### src/rtl/usrt_rx_shifter.sv
// USRT receive front end: synchronizes the external serial clock and data, deframes
// start/8 data/[parity]/stop and pushes each good byte into the Rx data register.
module usrt_rx_shifter #(
  parameter int SYNC_STAGES = 2,
  parameter int PARITY_EN   = 0,
  parameter int PARITY_ODD  = 0
) (
  input  logic       i_Pclk,
  input  logic       i_Reset,
  input  logic       i_RxEn,
  input  logic       i_SClk,
  input  logic       i_RxD,
  input  logic       i_Full,
  output logic       o_Push,
  output logic [7:0] o_Data,
  output logic       o_FrameErr,
  output logic       o_ParityErr,
  output logic       o_Overrun,
  output logic       o_Busy
);

  // state  | meaning
  // IDLE   | waiting for a start bit (RxD low at an SClk rise)
  // DATA   | shifting in data bits 0..7, LSB first
  // PARITY | sampling the parity bit (only when PARITY_EN=1)
  // STOP   | sampling the stop bit, then deliver byte or flag an error
  typedef enum logic [1:0] {
    S_IDLE   = 2'd0,
    S_DATA   = 2'd1,
    S_PARITY = 2'd2,
    S_STOP   = 2'd3
  } state_t;

  localparam logic PAR_EN  = (PARITY_EN != 0);
  localparam logic PAR_ODD = (PARITY_ODD != 0);

  logic [SYNC_STAGES-1:0] sclk_sync_q;
  logic [SYNC_STAGES-1:0] rxd_sync_q;
  logic                   sclk_prev_q;
  logic                   strobe;
  logic                   rxd_s;

  state_t     state_q;
  logic [2:0] cnt_q;
  logic [7:0] shreg_q;
  logic [7:0] shreg_d;
  logic       perr_q;
  logic       perr_d;
  logic [7:0] data_q;
  logic       push_q;
  logic       ferr_q;
  logic       perr_pulse_q;
  logic       ovr_q;

  // Both lines see the same number of stages so data stays aligned with the clock edge.
  always_ff @(posedge i_Pclk) begin
    if (i_Reset) begin
      sclk_sync_q <= '1;
      rxd_sync_q  <= '1;
      sclk_prev_q <= 1'b1;
    end else begin
      sclk_sync_q <= {sclk_sync_q[SYNC_STAGES-2:0], i_SClk};
      rxd_sync_q  <= {rxd_sync_q[SYNC_STAGES-2:0], i_RxD};
      sclk_prev_q <= sclk_sync_q[SYNC_STAGES-1];
    end
  end

  assign strobe  = sclk_sync_q[SYNC_STAGES-1] & ~sclk_prev_q;
  assign rxd_s   = rxd_sync_q[SYNC_STAGES-1];
  assign shreg_d = {rxd_s, shreg_q[7:1]};
  assign perr_d  = ((^shreg_q) ^ rxd_s) != PAR_ODD;

  always_ff @(posedge i_Pclk) begin
    if (i_Reset) begin
      state_q      <= S_IDLE;
      cnt_q        <= 3'd0;
      shreg_q      <= 8'h00;
      perr_q       <= 1'b0;
      data_q       <= 8'h00;
      push_q       <= 1'b0;
      ferr_q       <= 1'b0;
      perr_pulse_q <= 1'b0;
      ovr_q        <= 1'b0;
    end else begin
      push_q       <= 1'b0;
      ferr_q       <= 1'b0;
      perr_pulse_q <= 1'b0;
      ovr_q        <= 1'b0;
      if (!i_RxEn) begin
        state_q <= S_IDLE;
        cnt_q   <= 3'd0;
        perr_q  <= 1'b0;
      end else if (strobe) begin
        case (state_q)
          S_IDLE: begin
            if (!rxd_s) begin
              state_q <= S_DATA;
              cnt_q   <= 3'd0;
              perr_q  <= 1'b0;
            end
          end
          S_DATA: begin
            shreg_q <= shreg_d;
            cnt_q   <= cnt_q + 3'd1;
            if (cnt_q == 3'd7) begin
              state_q <= PAR_EN ? S_PARITY : S_STOP;
            end
          end
          S_PARITY: begin
            perr_q  <= perr_d;
            state_q <= S_STOP;
          end
          S_STOP: begin
            // A bad stop bit masks any parity error on the same frame.
            if (!rxd_s) begin
              ferr_q <= 1'b1;
            end else if (perr_q) begin
              perr_pulse_q <= 1'b1;
            end else begin
              data_q <= shreg_q;
              push_q <= 1'b1;
              ovr_q  <= i_Full;
            end
            perr_q  <= 1'b0;
            state_q <= S_IDLE;
          end
          default: state_q <= S_IDLE;
        endcase
      end
    end
  end

  assign o_Push      = push_q;
  assign o_Data      = data_q;
  assign o_FrameErr  = ferr_q;
  assign o_ParityErr = perr_pulse_q;
  assign o_Overrun   = ovr_q;
  assign o_Busy      = (state_q != S_IDLE);

endmodule

### config.mk
export PLATFORM = sky130hd
export DESIGN_NAME = usrt_rx_shifter
export DESIGN_NICKNAME = d
export VERILOG_FILES = /design/src/rtl/usrt_rx_shifter.sv
export SDC_FILE = /design/constraint.sdc
export NUM_CORES = 1
export LEC_CHECK = 0
export ABC_AREA = 1
export CORE_UTILIZATION = 46
export DETAILED_ROUTE_END_ITERATION = 12
export PLACE_DENSITY = 0.79
export REMOVE_ABC_BUFFERS = 1
export SYNTH_ARGS = -nofsm -noshare
export SYNTH_HDL_FRONTEND = slang
export SYNTH_SLANG_ARGS = --single-unit
### constraint.sdc
create_clock -name i_Pclk -period 1.56 [get_ports i_Pclk]
set_input_delay 0.156 -clock i_Pclk [delete_from_list [all_inputs] [get_ports i_Pclk]]
set_output_delay 0.156 -clock i_Pclk [all_outputs]
set_load 0.02 [all_outputs]
# --- Word-level counts from Yosys, hierarchy flattened ---
# Cells that the tools add are included.
word_totals:
  register_bits: 31
  inputBits: 6
  output_inout_bits: 13
  elab_cells: 51
classes:
  addsub: 1
  eq_ne: 6
  muxes: 10
  n_bitwise: 8
  n_reduce_logical: 14
op_table:
  columns: ["op", "n"]
  rows:
  - ["$reduce_and 3->1", 4]
  - ["$pmux 2 s4", 1]
  - ["$reduce_xor 8->1", 1]
  - ["$not 1->1", 6]
  - ["$pmux 3 s2", 1]
  - ["$reduce_or 6->1", 1]
  - ["$reduce_and 5->1", 1]
  - ["$reduce_or 5->1", 1]
  - ["$eq 2x2->1 const B", 2]
  - ["$mux 1", 4]
  - ["$mux 2", 2]
  - ["$ne 2x2->1 const B", 2]
  - ["$reduce_bool 2->1", 2]
  - ["$reduce_or 4->1", 1]
  - ["$add 3x1->3 const B", 1]
  - ["$eq 3x3->1 const B", 1]
  - ["$mux 3", 1]
  - ["$pmux 1 s3", 1]
  - ["$reduce_bool 3->1", 1]
  - ["$eq 2x1->1 const B", 1]
  - ["$logic_not 2->1", 1]
  - ["$reduce_or 2->1", 1]
  - ["$and 1x1->1", 1]
  - ["$xor 1x1->1", 1]

# --- Logic depth before layout (Yosys ltp) ---
logic_depth:
  ltp_word: 4
  depth_mapped: 10
  depth_no_buf: 10

# --- Least setup slack after synthesis ---
# OpenSTA, ideal clock, no wires.
synth_timing:
  path_kind: "reg-to-reg"
  from: "register state_q[0]"
  to: "register perr_q"
  t_arrival_ns: 1.436
  required_ns: 1.494
  slack_ns: 0.058
  stages_incl_launch_ff: 9
  path_buffers: 0
  path_cell_list: "dfxtp_1 -> inv_1 -> ha_1 -> inv_1 -> o21ai_2 -> or2_4 -> nor2_2 -> nand3_1 -> a21oi_2"
synth_between:
  elab_chain_cells: 3
  word_cells_on_any_way: 7
  classes_between: "eq/ne (3); mux (1); reduce/logical (3)"
synth_lines:
  columns: ["item", "line_no", "rtl"]
  rows:
  - ["start, declared", "43", "state_t state_q;"]
  - ["start signal, assigned", "106", "state_q <= PAR_EN ? S_PARITY : S_STOP;"]
  - ["$eq 2x2->1 or $logic_not 2->1 (tied branches)", "94", "case (state_q)"]
  - ["$reduce_bool 3->1 (no line) or $ne 2x2->1 (tied branches)", null, null]
  - ["$reduce_and 3->1 (no line)", null, null]
  - ["end signal, assigned", "110", "perr_q <= perr_d;"]
  - ["end, declared", "47", "logic perr_q;"]
# Several ways; a longest one is shown, not always the timed one.
# A chain may end at the register's enable or synchronous reset.

# --- Worst setup path in the final report ---
layout_timing:
  from: "register data_q[6] (netlist: o_Data[6])"
  to: "output o_Data[6]"
layout_rtl:
  columns: ["item", "line_no", "rtl"]
  rows:
  - ["start, declared", "49", "logic [7:0] data_q;"]
  - ["start signal, assigned", "120", "data_q <= shreg_q;"]
  - ["end, declared", "15", "output logic [7:0] o_Data,"]
# No word-level cell between the ends.

==> results.ini <==
[clock_tree]
cts_made_buffers=5
clockBufferDepth=2
cts_tree=done
clk_pin_slew_ns=0.09
cts-root-buf=clkbuf_4
clock_latency_ns=0.33
cts_max_level=2
cts_num_sinks=31

[yosys]
synthXorXnorAreaFrac=0.0263
synthMuxAreaShare=0
ys_seq_area_frac=0.466
synth_cells=161
netlist_area_um2=1330
ys_warn_count=0
synth_top_family_by_area=simple AND/OR/NAND/NOR gates
synth.avg_cell_area_um2=8.28
ys_ff_latch=31
yosysUniqueCellTypes=23
synth_compound_area_frac=0.172
synthAdderAreaFrac=0.0751
synth-simple-area-share=0.183

[run]
drv_cap=0

[drt]
drt-vias-per-instance=5.05
drc=0
first_pass_iters=4
ant_nets=0
dr_total_vias=1111
routed_wl_um=2490
drtIter0Drc=5
post_drt_wl_per_cell_um=11.3

[sta]
setup_tns_ns=0
skew_ns=0.00501
worstMarginPinSlew_ns=0.491
relSlewSlack=0.672
layout_worst_path_cycle_share=0.925
slew_violations=0
finalHoldViolCount=0
fin_crit_ns=1.44
fmax_mhz=693
timing.hold.ws_ns=0.385
finalSetupViolations=0

[critical_path]
cp-end-kind=output port
path_class=flip-flop to output port
reg2reg_from=state_q[0]
crit_cells=1
r2r_end=o_Data[0]
r2r_slack_ns=0.13
r2r_cells=7
worstPathCellList=clkdlybuf4s50_1
cp_max_fo=2
crit_path_max_incr_delay_ns=0.61
path_buf_inv=1
worstPathRequired_ns=1.40
crit_family=buffers and inverters
worst_setup_path_start_kind=flip-flop
critPathArrivalTime_ns=1.29
cpMaxStageDelayCell=clkdlybuf4s50_1

[placement]
place_congestion=0.769
portBuffers=18
dp_hpwl_um=1850
dp.cells=211

[layout]
drive_above_1_share=0.153
n_antenna_cell=0
register_area_um2=621
multi_input_area_um2=617
area_growth_syn_to_layout_pct=23.7
fin_cells=220
layout.nets=203
post-route-util=0.598
n_fill_cell=252

[floorplan]
die_h_um=55.8
die-area_um2=3120
start_util=0.483
rows=19
pin_count=19
coreArea_um2=2760
die_x_um=55.8

[power]
power.total_uw=1320
p_per_area_nw_per_um2=800
ir_worst_vdd_mv=0.632
leakage_uw=0.000719

[worst_hold_path]
min_path_type=input port to flip-flop
worstHoldStart=i_RxD
min_to=rxd_sync_q[0]
holdPathStages=2

[outcome]
status=finished, final reports clean

[global_routing]
grt_max_degree=20
gr-total-overflow=0
grt_pass1_vias=1069
grt_pass1_wl_um=4260
antenna_found_initial=0
grt_usage=0.173

==> registers in the layout, indices dropped and copies added, names as in the netlist <==
signal,count
o_Data,8
shreg_q,8
cnt_q,3
rxd_sync_q,2
sclk_sync_q,2
state_q,2
o_FrameErr,1
o_Overrun,1
o_ParityErr,1
o_Push,1
perr_q,1
sclk_prev_q,1
==> layer usage <==
layer / up-vias / global-route usage / routed length, µm / part of all wire
met5: - / 0 / 0 / 0
met4: 0 / 0.0418 / 29 / 0.012
met3: 3 / 0.0628 / 100 / 0.040
met2: 19 / 0.312 / 1240 / 0.50
met1: 514 / 0.195 / 1120 / 0.45
li1: 575 / - / - / -
==> repair_timing <==
action | CTS | global route
setup buffers | 0 | 2
endpoints found under the setup margin | 1 | 8
pin swaps | 0 | 1
hold endpoints to repair | 0 | 0
gates resized for setup | 1 | 3
hold buffers | 0 | 0
==> metrics by stage <==
stage,setup WS (ns),area [µm²]
global route,-0.00543,1650
CTS,0.00456,1620
detailed placement,0.0257,1560
floorplan,0.0584,1310
finish,0.117,1650
global placement,0.103,1560
==> where the power goes <==
group / switching (µW) / internal [µW]
logic: 24.0 / 22.1
clock network: 265 / 208
registers: 3.17 / 796
==> kinds of logic (layout without fill, tap and decap cells) <==
group	Yosys count	count (layout)
AO/OA/AOI/OAI	42	42
adder cells (fa/ha/maj)	8	8
buffers and inverters	25	53
XOR/XNOR	4	4
AND/OR/NAND/NOR	51	51
flip-flops	31	31
==> synthesized netlist by cell type, drive strengths merged <==
master / count / share of area
ha: 8 / 0.075
and3: 1 / 0.0047
xor2: 2 / 0.013
xnor2: 2 / 0.013
nand2: 25 / 0.070
nor3: 2 / 0.0075
or2: 5 / 0.025
o21ai: 21 / 0.087
nand3: 5 / 0.019
buf: 2 / 0.012
a21oi: 21 / 0.085
nand4: 1 / 0.0094
dfxtp: 31 / 0.47
clkbuf: 1 / 0.0038
inv: 22 / 0.062
nor2: 12 / 0.047
==> worst max path at each step <==
| stage | from | to |
|---|---|---|
| 2_1_floorplan | state_q[0] | perr_q |
| 3_3_place_gp | i_RxEn | o_Data[7] |
| 3_5_place_dp | i_RxEn | o_Data[7] |
| 4_1_cts | state_q[0] | o_Busy |
| 5_1_grt | state_q[0] | o_Data[0] |
| 6_report | o_Data[6] | o_Data[6] |
==> cell usage in the layout, fill, tap and decap left out, drive strengths merged, types with 2 or more instances in the layout <==
cell type / netlist / final
nor2: 12 / 12
nand3: 5 / 5
nor3: 2 / 2
dfxtp: 31 / 31
xor2: 2 / 2
buf: 2 / 6
o21ai: 21 / 21
ha: 8 / 8
nand2: 25 / 25
inv: 22 / 22
xnor2: 2 / 2
or2: 5 / 5
clkbuf: 1 / 7
a21oi: 21 / 21
clkdlybuf4s50: 0 / 17
==> layout make-up <==
class | count | share of cell area
Sequential cell | 31 | 0.377
Multi-Input combinational cell | 105 | 0.374
Timing Repair Buffer | 24 | 0.141
Inverter | 22 | 0.0501
Clock buffer | 6 | 0.0311
Tap cell | 31 | 0.0235
Clock inverter | 1 | 0.00304
Power figures use the tool's default switching activity.
